**src/rtl/srt_div_pkg.sv**
```systemverilog
// Shared types and widths for the SRT divider scheduler slice.
package srt_div_pkg;

  localparam int FP32_W = 32;
  localparam int MANT_W = 24;

  typedef enum logic [1:0] {
    IDLE,
    ISSUE,
    WAIT,
    RESP
  } sched_state_t;

  typedef enum logic [1:0] {
    ST_OK = 2'b00,
    ST_DZ = 2'b01,
    ST_TO = 2'b10
  } rsp_status_t;

endpackage

```
**src/rtl/srt_div_sched_rr_arbiter.sv**
```systemverilog
// Combinational round-robin arbiter: the first requester after last_grant,
// searched cyclically upward, wins.
module rr_arbiter #(
  parameter int N_REQ = 4,
  parameter int ID_W  = $clog2(N_REQ)
) (
  input  logic [N_REQ-1:0] req,
  input  logic [ID_W-1:0]  last_grant,
  output logic [N_REQ-1:0] grant,
  output logic [ID_W-1:0]  grant_idx
);

  // Scan N_REQ positions starting just after the previous winner and keep the first hit.
  always_comb begin : scan
    logic [ID_W-1:0] idx;
    logic            found;
    grant     = '0;
    grant_idx = '0;
    found     = 1'b0;
    idx       = '0;
    for (int i = 1; i <= N_REQ; i++) begin
      idx = ID_W'((int'(last_grant) + i) % N_REQ);
      if (!found && req[idx]) begin
        found      = 1'b1;
        grant[idx] = 1'b1;
        grant_idx  = idx;
      end
    end
  end

endmodule

```
**src/rtl/srt_div_sched.sv**
```systemverilog
// Round-robin scheduler sharing one iterative FP32 SRT divider core among
// several requesters, with divide-by-zero bypass and a completion watchdog.
module srt_div_sched
  import srt_div_pkg::*;
#(
  parameter int N_REQ   = 4,
  parameter int TIMEOUT = 32,
  parameter int ID_W    = $clog2(N_REQ)
) (
  input  logic                           clk,
  input  logic                           rst,
  input  logic [N_REQ-1:0]               req_valid,
  output logic [N_REQ-1:0]               req_ready,
  input  logic [N_REQ-1:0][FP32_W-1:0]   req_dividend,
  input  logic [N_REQ-1:0][FP32_W-1:0]   req_divisor,
  output logic                           core_start,
  output logic [FP32_W-1:0]              core_dividend,
  output logic [FP32_W-1:0]              core_divisor,
  input  logic                           core_done,
  input  logic [MANT_W-1:0]              core_result,
  output logic                           rsp_valid,
  input  logic                           rsp_ready,
  output logic [ID_W-1:0]                rsp_id,
  output logic [MANT_W-1:0]              rsp_result,
  output logic [1:0]                     rsp_status
);

  localparam int CNT_W = $clog2(TIMEOUT + 1);

  sched_state_t      state_q, state_d;
  logic [ID_W-1:0]   last_grant_q;
  logic [N_REQ-1:0]  grant;
  logic [ID_W-1:0]   grant_idx;
  logic              any_req;
  logic              div_zero;
  logic              timeout_hit;
  logic [CNT_W-1:0]  cnt_q;
  logic [FP32_W-1:0] dividend_q, divisor_q;
  logic [ID_W-1:0]   id_q;
  logic [MANT_W-1:0] result_q;
  rsp_status_t       status_q;

  rr_arbiter #(.N_REQ(N_REQ), .ID_W(ID_W)) u_arb (
    .req        (req_valid),
    .last_grant (last_grant_q),
    .grant      (grant),
    .grant_idx  (grant_idx)
  );

  assign any_req     = |req_valid;
  assign div_zero    = (req_divisor[grant_idx][FP32_W-2:0] == '0);
  assign timeout_hit = (cnt_q == CNT_W'(TIMEOUT - 1));

  // Accept is only offered in IDLE and is suppressed while reset is held.
  assign req_ready     = (state_q == IDLE && rst) ? grant : '0;
  assign core_start    = (state_q == ISSUE);
  assign rsp_valid     = (state_q == RESP);
  assign core_dividend = dividend_q;
  assign core_divisor  = divisor_q;
  assign rsp_id        = id_q;
  assign rsp_result    = result_q;
  assign rsp_status    = status_q;

  // State register, cleared asynchronously so an in-flight operation is abandoned.
  always_ff @(posedge clk or negedge rst) begin
    if (!rst) state_q <= IDLE;
    else      state_q <= state_d;
  end

  // Next-state logic; done takes priority over the watchdog in WAIT.
  always_comb begin
    state_d = state_q;
    case (state_q)
      IDLE:    if (any_req) state_d = div_zero ? RESP : ISSUE;
      ISSUE:   state_d = WAIT;
      WAIT:    if (core_done || timeout_hit) state_d = RESP;
      RESP:    if (rsp_ready) state_d = IDLE;
      default: state_d = IDLE;
    endcase
  end

  // Operand/response registers, arbitration pointer and watchdog counter.
  always_ff @(posedge clk or negedge rst) begin
    if (!rst) begin
      last_grant_q <= ID_W'(N_REQ - 1);
      dividend_q   <= '0;
      divisor_q    <= '0;
      id_q         <= '0;
      result_q     <= '0;
      status_q     <= ST_OK;
      cnt_q        <= '0;
    end else begin
      case (state_q)
        IDLE: begin
          if (any_req) begin
            dividend_q   <= req_dividend[grant_idx];
            divisor_q    <= req_divisor[grant_idx];
            id_q         <= grant_idx;
            last_grant_q <= grant_idx;
            if (div_zero) begin
              result_q <= '0;
              status_q <= ST_DZ;
            end
          end
        end
        ISSUE: cnt_q <= '0;
        WAIT: begin
          cnt_q <= cnt_q + 1'b1;
          if (core_done) begin
            result_q <= core_result;
            status_q <= ST_OK;
          end else if (timeout_hit) begin
            result_q <= '0;
            status_q <= ST_TO;
          end
        end
        default: ;
      endcase
    end
  end

endmodule

```
**config.mk**
```make
export PLATFORM = sky130hd
export DESIGN_NAME = srt_div_sched
export DESIGN_NICKNAME = d
export VERILOG_FILES = /design/src/rtl/srt_div_pkg.sv /design/src/rtl/srt_div_sched_rr_arbiter.sv /design/src/rtl/srt_div_sched.sv
export SDC_FILE = /design/constraint.sdc
export NUM_CORES = 1
export LEC_CHECK = 0
export BUFFER_PORTS_ARGS = -buffer_cell sky130_fd_sc_hd__buf_2
export CAP_MARGIN = 10
export CORE_UTILIZATION = 30
export DETAILED_ROUTE_END_ITERATION = 8
export GPL_ROUTABILITY_DRIVEN = 0
export GPL_TIMING_DRIVEN = 0
export PLACE_DENSITY = 0.55
export SYNTH_ARGS = -nofsm -noshare
export SYNTH_HDL_FRONTEND = slang
export SYNTH_SLANG_ARGS = --single-unit
export TNS_END_PERCENT = 5
```
**constraint.sdc**
```tcl
create_clock -name clk -period 5.5 [get_ports clk]
set_clock_uncertainty 0.2 [all_clocks]
set_input_delay 0.275 -clock clk [delete_from_list [all_inputs] [get_ports clk]]
set_output_delay 0.275 -clock clk [all_outputs]
set_load 0.05 [all_outputs]
```
After elaboration in Yosys (flattened, before gate mapping)

Index checks and enable logic that the tools add are counted.

Output and inout port bits: 98
Flip-flop bits (word level): 102
Bits of input ports: 288

Muxes and demuxes: 48
Reductions and logical operators: 20
Add/sub/neg operators: 5
Bitwise operators: 3
Equal/unequal tests: 9
Magnitude comparators: 9

Operators by type and width:

| kind                                                               | count |
|---|---|
| binary-select mux 32 bit (select 2 bit)                            | 2 |
| two-way mux 24 bit                                                 | 4 |
| two-way mux 32 bit                                                 | 2 |
| case mux 24 bit (2 select lines)                                   | 1 |
| logical NOT 31 bit                                                 | 1 |
| two-way mux 2 bit                                                  | 12 |
| two-way mux 4 bit                                                  | 5 |
| < comparator 2 x 3 -> 1 bit (second input constant)                | 5 |
| bitwise OR 4 bit                                                   | 3 |
| case mux 6 bit (2 select lines)                                    | 1 |
| two-way mux 1 bit                                                  | 11 |
| binary-select mux 1 bit (select 2 bit)                             | 4 |
| demux 1 bit (select 2 bit)                                         | 4 |
| greater-or-equal comparator 2 x 1 -> 1 bit (second input constant) | 4 |
| logical AND 1 bit                                                  | 8 |
| case mux 2 bit (4 select lines)                                    | 1 |
| adder 6 x 1 -> 6 bit (second input constant)                       | 1 |
| equality test 6 x 5 -> 1 bit (second input constant)               | 1 |
| inequality test 2 bit (second input constant)                      | 3 |
| adder 2 x 1 -> 2 bit (second input constant)                       | 2 |
| adder 2 bit (second input constant)                                | 2 |
| equality test 2 bit (second input constant)                        | 2 |
| case mux 2 bit (2 select lines)                                    | 1 |
| AND reduction 4 bit                                                | 1 |
| other kinds (10)                                                   | 13 |

Depth between registers and ports, before layout

Gate-level depths: netlist (run 1).

Depth in word-level cells: 19
Gate-level depth with buffers: 19
Mapped depth without buffers: 12

By module

From an unflattened synthesis (run 1), not the netlist that was laid out.

Cell total of the unflattened synthesis: 537
Area, all modules: 6673.9 µm²

By module, submodules not included:

| module        | instances | cells an instance | area each (µm²) |
|---|---|---|---|
| srt_div_sched | 1         | 478               | 6183.4 |
| rr_arbiter    | 1         | 59                | 490.5 |

Least setup slack after synthesis (run 1)

No wires, ideal clock.

Kind: reg-to-reg
Start: register last_grant_q[0]
End: register result_q[10] (netlist: rsp_result[10])
Arrival: 4599 ps
Clock period less this slack: 4926 ps
Setup slack: 574 ps
Cell stages (with the launch flop): 20
Buffers on the path: 7
Cell sequence: dfstp_2 > buf_6 > inv_1 > clkbuf_1 > clkbuf_1 > ha_1 > buf_2 > mux4_2 > nor2b_2 > o21ai_2 > nor2b_1 > buf_2 > buf_2 > mux2i_1 > mux2i_1 > a2111oi_0 > nand4_1 > a21oi_4 > buf_6 > mux2_1

Word-level cells in the longest chain between the ends: 18

RTL lines:

| element                                   | line                           | text |
|---|---|---|
| start: declaration                        | srt_div_sched.sv:31            | `logic [ID_W-1:0] last_grant_q;` |
| start signal: assignment                  | srt_div_sched.sv:85            | `last_grant_q <= ID_W'(N_REQ - 1);` |
| start signal: assignment                  | srt_div_sched.sv:99            | `last_grant_q <= grant_idx;` |
| adder 2 x 1 -> 2 bit                      | srt_div_sched_rr_arbiter.sv:22 | `idx = ID_W'((int'(last_grant) + i) % N_REQ);` |
| binary-select mux 1 bit (select 2 bit)    | srt_div_sched_rr_arbiter.sv:23 | `if (!found && req[idx]) begin` |
| two-way mux 1 bit (not written as such)   | srt_div_sched_rr_arbiter.sv:23 |  |
| two-way mux 1 bit                         | srt_div_sched_rr_arbiter.sv:23 |  |
| logical NOT 1 bit                         | srt_div_sched_rr_arbiter.sv:23 |  |
| logical AND 1 bit                         | srt_div_sched_rr_arbiter.sv:23 |  |
| two-way mux 1 bit                         | srt_div_sched_rr_arbiter.sv:23 |  |
| logical NOT 1 bit                         | srt_div_sched_rr_arbiter.sv:23 |  |
| [2 not listed]                            | n/a                            |  |
| logical NOT 1 bit                         | srt_div_sched_rr_arbiter.sv:23 |  |
| logical AND 1 bit                         | srt_div_sched_rr_arbiter.sv:23 |  |
| two-way mux 2 bit *                       | srt_div_sched_rr_arbiter.sv:23 |  |
| binary-select mux 32 bit (select 2 bit) * | srt_div_sched.sv:51            | `assign div_zero = (req_divisor[grant_idx][FP32_W-2:0] == '0);` |
| two-way mux 32 bit *                      | n/a                            |  |
| logical NOT 31 bit *                      | srt_div_sched.sv:51            |  |
| inequality test 2 bit (no source line) *  | n/a                            |  |
| AND reduction 4 bit (no source line) *    | n/a                            |  |
| end signal: assignment                    | srt_div_sched.sv:110           | `result_q <= core_result;` |
| end: declaration                          | srt_div_sched.sv:40            | `logic [MANT_W-1:0] result_q;` |

Mark *: on every way between the ends. The rest lies on a longest branch, timed or not. The select of a mux whose other input is x is not followed.
A chain may end at the register's enable or synchronous reset.

Final worst setup path (run 1)

Start: register last_grant_q[0]
End: register result_q[16] (netlist: rsp_result[16])

Same word-level chain as after synthesis.

==> reports/results.txt, run 1 <==
Post-DP HPWL: 26.4 mm
Routed WL: 33.6 mm
Clock Latency Late Sink: 0.35 ns
#FFs+latches synth: 102
first-pass GRT wire length: 51.4 mm
Synth area leader: dfrtp_1
Clock transition at path regs: 0.09 ns
commonest non-fill, non-tap cells in the layout: buf_2, nand2_1, o21ai_0
post-synth top area share: 0.337
syn_nets: 1315
critical path depth in cells: 18
Worst Path Arrival: 5.27 ns
Inserted Clock Buffers: 9
Max stage delay on crit path: 0.55 ns
Final WS setup: 0.266 ns
status: finished clean
post-synthesis sequential area ratio: 0.344
Synth cell types: 60
final hold violations: 0
hold crit path type: input pin to flip-flop
Worst Setup EP: rsp_result[16]
unrepaired setup endpoints after global routing: no
Min Hold Slack: 0.0767 ns
CP delay by family, top: buffers and inverters
CTS root buffer: clkbuf_16
Clock Tree Buf Depth: 2
CP Class: flip-flop to flip-flop
vias after detailed routing: 9065
core area: 0.0243 mm2
Static Leak: 5.36 nW
FP Rows: 57
WL/cell: 19.2 um
Buf+Inv Stages, Crit Path: 7
H-tree depth: 3
critical-path cell list: buf_6 > inv_1 > clkbuf_2 > buf_4 > ha_1 > clkbuf_4 > mux4_2 > nor2b_2 > o21ai_2 > nor2b_1 > buf_4 > mux2_2 > a2111o_1 > a22oi_2 > nand4_1 > a21oi_4 > buf_6 > mux2_1
CP Capture Type: flip-flop
R2R setup slack: 0.27 ns
dpl ws: -0.838 ns
Fillers: 2652
hold_sp: core_result[7]
Yosys warnings: 0
most used flip-flop cell after synthesis: dfrtp_1
Area Growth Syn to Fin: 38.0%
Async S/R FF share, synth: 1.00
Pre-Repair DR Iteration Count: 5
DR DRC count: 0
fin crit share: 0.952
Max-Cap Viols: 0
Synth Instances: 1016
vias in the first global route: 8849
Register-to-Register Path Depth: 18
layout cells sized above 1: 0.326
DRT iter0 DRCs: 583
worst r2r src: last_grant_q[0]
Total Power: 8.49 mW
I/O Pins: 386
number of synthesized flops with an enable pin: 0
Cell Pwr Density: 829 mW/mm2
CTS tree: built
IO Port Bufs: 383
Max FO, Critical Path: 11
die height: 159 um
Synth area leaders: dfrtp_1, nand2_1, o21ai_0, nand3_1, mux2_1
number of clock sinks: 102
Final Net Count: 1720
largest net degree at the start of global routing: 59
crit path max-delay cell type: dfstp_2
CP Launch Type: flip-flop
maximum clock frequency: 191 MHz
minimum clock period: 5.23 ns
Max VDD drop: 333 uV
endpoints failing setup: 0
Slew @ Worst Pin: 0.866 ns
Required @ worst endpoint: 5.54 ns
fin. max-slew vios: 0
CP Launch Point: last_grant_q[0]
Initial Utilization: 0.305
die footprint: 0.0254 mm2
Post-DRT Antenna Nets: 0
most common cell after layout, fill and taps aside: buf_2
initial antenna violation count: 3
gr usage total: 0.262
fin util: 0.421
Avg Cell Area, Syn: 7.30 um2
relative slew slack: 0.423
Die X-Extent: 159 um
Reg2Reg Capture Point: rsp_result[16]
GRT overflow: 0
Post-Syn Area: 0.00742 mm2
Vias/cell: 5.17
-- worst register-to-register path: cells and delay by family, from the launching register on --
family | cells | cell delay, ns
adder cells (fa/ha/maj) | 1 | 0.29
multiplexers | 3 | 1.10
AO/OA/AOI/OAI | 4 | 1.09
buffers and inverters | 7 | 1.29
flip-flops | 1 | 0.55
AND/OR/NAND/NOR | 3 | 0.62
-- flip-flops by register name (all words and copies together), names as in the netlist --
name,count
core_divisor,32
last_grant_q,2
rsp_result,24
cnt_q,6
core_dividend,32
state_q,2
rsp_id,2
rsp_status,2
-- where the power goes --
part	switching, mW	total (mW)	internal, mW
clock network	0.355	0.683	0.327
logic	4.67	6.50	1.83
registers	0.189	1.31	1.12
-- worst min-delay path by stage --
stage / to / slack (ns) / depth (start not counted)
6_report: rsp_result[7] / 0.08 / 3
5_1_grt: rsp_result[3] / 0.08 / 3
4_1_cts: rsp_result[7] / 0.06 / 3
3_5_place_dp: core_divisor[0] / 0.15 / 1
3_3_place_gp: core_dividend[4] / 0.26 / 2
2_1_floorplan: cnt_q[0] / -0.22 / 0
-- metal layers --
metal / vias to the layer above / GRT usage / wire, um
met3: 36 / 0.0474 / 2230
li1: 4333 / - / -
met5: - / 0 / 0
met1: 4281 / 0.344 / 14800
met2: 415 / 0.444 / 16000
met4: 0 / 0.0647 / 611
-- cells by family after synthesis --
logic type | after synthesis | synth area share
AO/OA/AOI/OAI | 208 | 0.170
XOR/XNOR | 1 | 0.00118
adder cells (fa/ha/maj) | 11 | 0.0185
buffers and inverters | 95 | 0.0531
flip-flops | 102 | 0.344
multiplexers | 63 | 0.0986
AND/OR/NAND/NOR | 536 | 0.314
-- layout make-up --
type                            count  area (um2)  area share
Multi-Input combinational cell    819        4520       0.441
Sequential cell                   102        2550       0.249
Timing Repair Buffer              394        2020       0.198
Tap cell                          324         405      0.0396
Buffer                             79         359      0.0351
Clock buffer                        9         225      0.0220
Clock inverter                      7        91.3     0.00892
Inverter                           16        60.1     0.00586
Antenna cell                        3        7.51    0.000733
-- cell usage after synthesis (5+ instances only) --
cell type / n
a31oi_1: 5
mux2_1: 25
clkbuf_1: 59
a21oi_1: 13
nand2_1: 353
buf_2: 9
ha_1: 11
nor4_1: 15
a22oi_1: 6
nor3_1: 11
a221oi_1: 8
or3_1: 6
or4_1: 5
nor2_1: 31
buf_1: 7
o21ai_0: 136
mux2_2: 16
inv_1: 16
nand2b_1: 8
nand3_1: 61
mux2i_1: 18
dfrtp_1: 100
a211oi_1: 7
and3_1: 27
-- metrics by stage --
stage,setup TNS (ns),cells,cell area (um2)
after floorplan,0,1016,7420
after CTS,0,1746,10200
final,0,1753,10200
after global routing,0,1753,10200
after global placement,-35.38,1723,9740
after detailed placement,-35.07,1724,9770
-- repair_timing --
item | 4_1_cts | 5_1_grt
pin swaps | 3 | 5
resized for setup | 14 | 11
cloned | 0 | 0
endpoints found under the setup margin | 77 | 53
endpoints found under the hold margin | 42 | 0
hold buffers | 1 | 0
setup buffers | 5 | 4
(Power assumes the default switching activity.)
==> run 2, diff against run 1 <==
- SETUP_SLACK_MARGIN: default -> 0.5
==> reports/results.txt, run 2 (synthesis gave the netlist of run 1 again) <==
Worst Path Arrival: 4.95 ns (-0.32 ns)
Fillers: 2642 (-0.38%)
initial antenna violation count: 3 (unchanged)
most common cell after layout, fill and taps aside: buf_2
final hold violations: 0 (unchanged)
Pre-Repair DR Iteration Count: 5 (unchanged)
Initial Utilization: 0.305 (unchanged)
layout cells sized above 1: 0.343 (+0.0165)
number of clock sinks: 102 (unchanged)
Register-to-Register Path Depth: 19 (+1)
CP delay by family, top: buffers and inverters
endpoints failing setup: 0 (unchanged)
Clock transition at path regs: 0.09 ns (about the same)
relative slew slack: 0.395 (-0.0275)
minimum clock period: 4.91 ns (-0.323 ns)
Post-DP HPWL: 26.4 mm (unchanged)
Clock Tree Buf Depth: 2 (unchanged)
Buf+Inv Stages, Crit Path: 8 (+1)
GRT overflow: 0 (unchanged)
CP Launch Type: flip-flop
Post-DRT Antenna Nets: 0 (unchanged)
Max-Cap Viols: 0 (unchanged)
first-pass GRT wire length: 51.6 mm (+0.42%)
Area Growth Syn to Fin: 41.8%
CP Capture Type: flip-flop
CTS tree: built
unrepaired setup endpoints after global routing: no
CP Class: flip-flop to flip-flop
critical path depth in cells: 19 (+1)
CP most frequent cell: buf_6
H-tree depth: 3 (unchanged)
Final Net Count: 1739 (+1.1%)
Placed Area: 0.00977 mm2 (unchanged)
die height: 159 um (unchanged)
DRT iter0 DRCs: 615 (+5.5%)
R2R setup slack: 0.59 ns (+0.32 ns)
worst r2r src: last_grant_q[0]
core area: 0.0243 mm2 (unchanged)
Required @ worst endpoint: 5.54 ns (about the same)
largest net degree at the start of global routing: 59 (unchanged)
Routed WL: 34.1 mm (+1.5%)
commonest non-fill, non-tap cells in the layout: buf_2, nand2_1, o21ai_0
vias in the first global route: 8890 (+0.46%)
die footprint: 0.0254 mm2 (unchanged)
status: finished clean
WL/cell: 19.3 um (+0.43%)
I/O Pins: 386 (unchanged)
Max stage delay on crit path: 0.56 ns (about the same)
Clock Latency Late Sink: 0.35 ns (about the same)
Worst Setup EP: rsp_result[16]
maximum clock frequency: 204 MHz (+6.6%)
Slew @ Worst Pin: 0.907 ns (+0.0413 ns)
Max FO, Critical Path: 11 (unchanged)
gr usage total: 0.263 (+0.00146)
critical-path cell list: buf_8 > clkinvlp_4 > buf_6 > buf_8 > ha_1 > buf_6 > mux4_2 > nor2b_4 > o21ai_4 > nor2b_4 > buf_6 > mux2_4 > a2111o_1 > a22oi_2 > nand4_1 > a21oi_4 > buf_12 > buf_6 > mux2_1
Die X-Extent: 159 um (unchanged)
design area: 0.0105 mm2 (+2.7%)
CP Launch Point: last_grant_q[0]
CTS root buffer: clkbuf_16
IO Port Bufs: 383 (unchanged)
FP Rows: 57 (unchanged)
crit path max-delay cell type: dfstp_2
final setup TNS: 0 ns (unchanged)
Reg2Reg Capture Point: rsp_result[16]
fin. max-slew vios: 0 (unchanged)
Vias/cell: 5.15 (-0.34%)
fin crit share: 0.893 (-0.0587)
Inserted Clock Buffers: 9 (unchanged)
DR DRC count: 0 (unchanged)
hold crit path type: input pin to flip-flop
vias after detailed routing: 9132 (+0.74%)
[run 2: cell types whose count changed in the layout (fill, tap and decap cells not counted), sizes merged]
cell,previous run,this run
inv,17,16
clkbuf,68,67
clkinvlp,0,1
buf,413,433
[run 2: through the flow]
step	cells	utilization	hold WS, ns	worst slack [ns]
2_1_floorplan	1016	-	-0.221	0.574
5_1_grt	1772	0.433	0.0841	0.463
3_5_place_dp	1724	0.402	0.155	-0.838
3_3_place_gp	1723	0.401	0.258	-0.845
6_report	1772	0.433	0.0734	0.589
4_1_cts	1754	0.423	0.0629	0.500
[run 2: tightest hold or removal path: stages]
cell and delay [ns]:
buf_2 0.07, and3_1 0.14, mux2_1 0.12
[run 2: metal layers]
metal / up-vias / part of all wire / track usage
li1: 4371 / - / -
met1: 4328 / 0.43 / 0.347
met2: 397 / 0.48 / 0.444
met3: 36 / 0.068 / 0.0487
met4: 0 / 0.018 / 0.0664
met5: - / 0 / 0
[run 2: timing repair]
action	CTS	global route
setup buffers	11	14
setup endpoints to repair	89	53
gates resized for setup	27	31
pin swaps	6	9
endpoints found under the hold margin	42	0
hold buffers	1	0
cloned	2	1
[run 2: layout make-up]
cell class | count | area, um2 | area share
Clock inverter | 7 | 91.3 | 0.00868
Antenna cell | 3 | 7.51 | 0.000713
Inverter | 16 | 63.8 | 0.00606
Clock buffer | 9 | 225 | 0.0214
Multi-Input combinational cell | 819 | 4570 | 0.435
Buffer | 79 | 398 | 0.0378
Tap cell | 324 | 405 | 0.0385
Timing Repair Buffer | 413 | 2200 | 0.209
Sequential cell | 102 | 2550 | 0.243
[run 2: worst min-delay path by stage]
stage | end | slack [ns] | start | depth (start not counted)
floorplan | cnt_q[0] | -0.22 | rst | 0
global placement | core_dividend[4] | 0.26 | core_dividend[4] | 2
detailed placement | core_divisor[0] | 0.15 | rst | 1
CTS | rsp_result[7] | 0.06 | core_result[7] | 3
global route | rsp_result[3] | 0.08 | core_result[3] | 3
finish | rsp_result[7] | 0.07 | core_result[7] | 3
Power of run 2 is left out: the tool's default activity adds up to more than one toggle a clock period on the data nets, which glitch-free logic cannot reach.
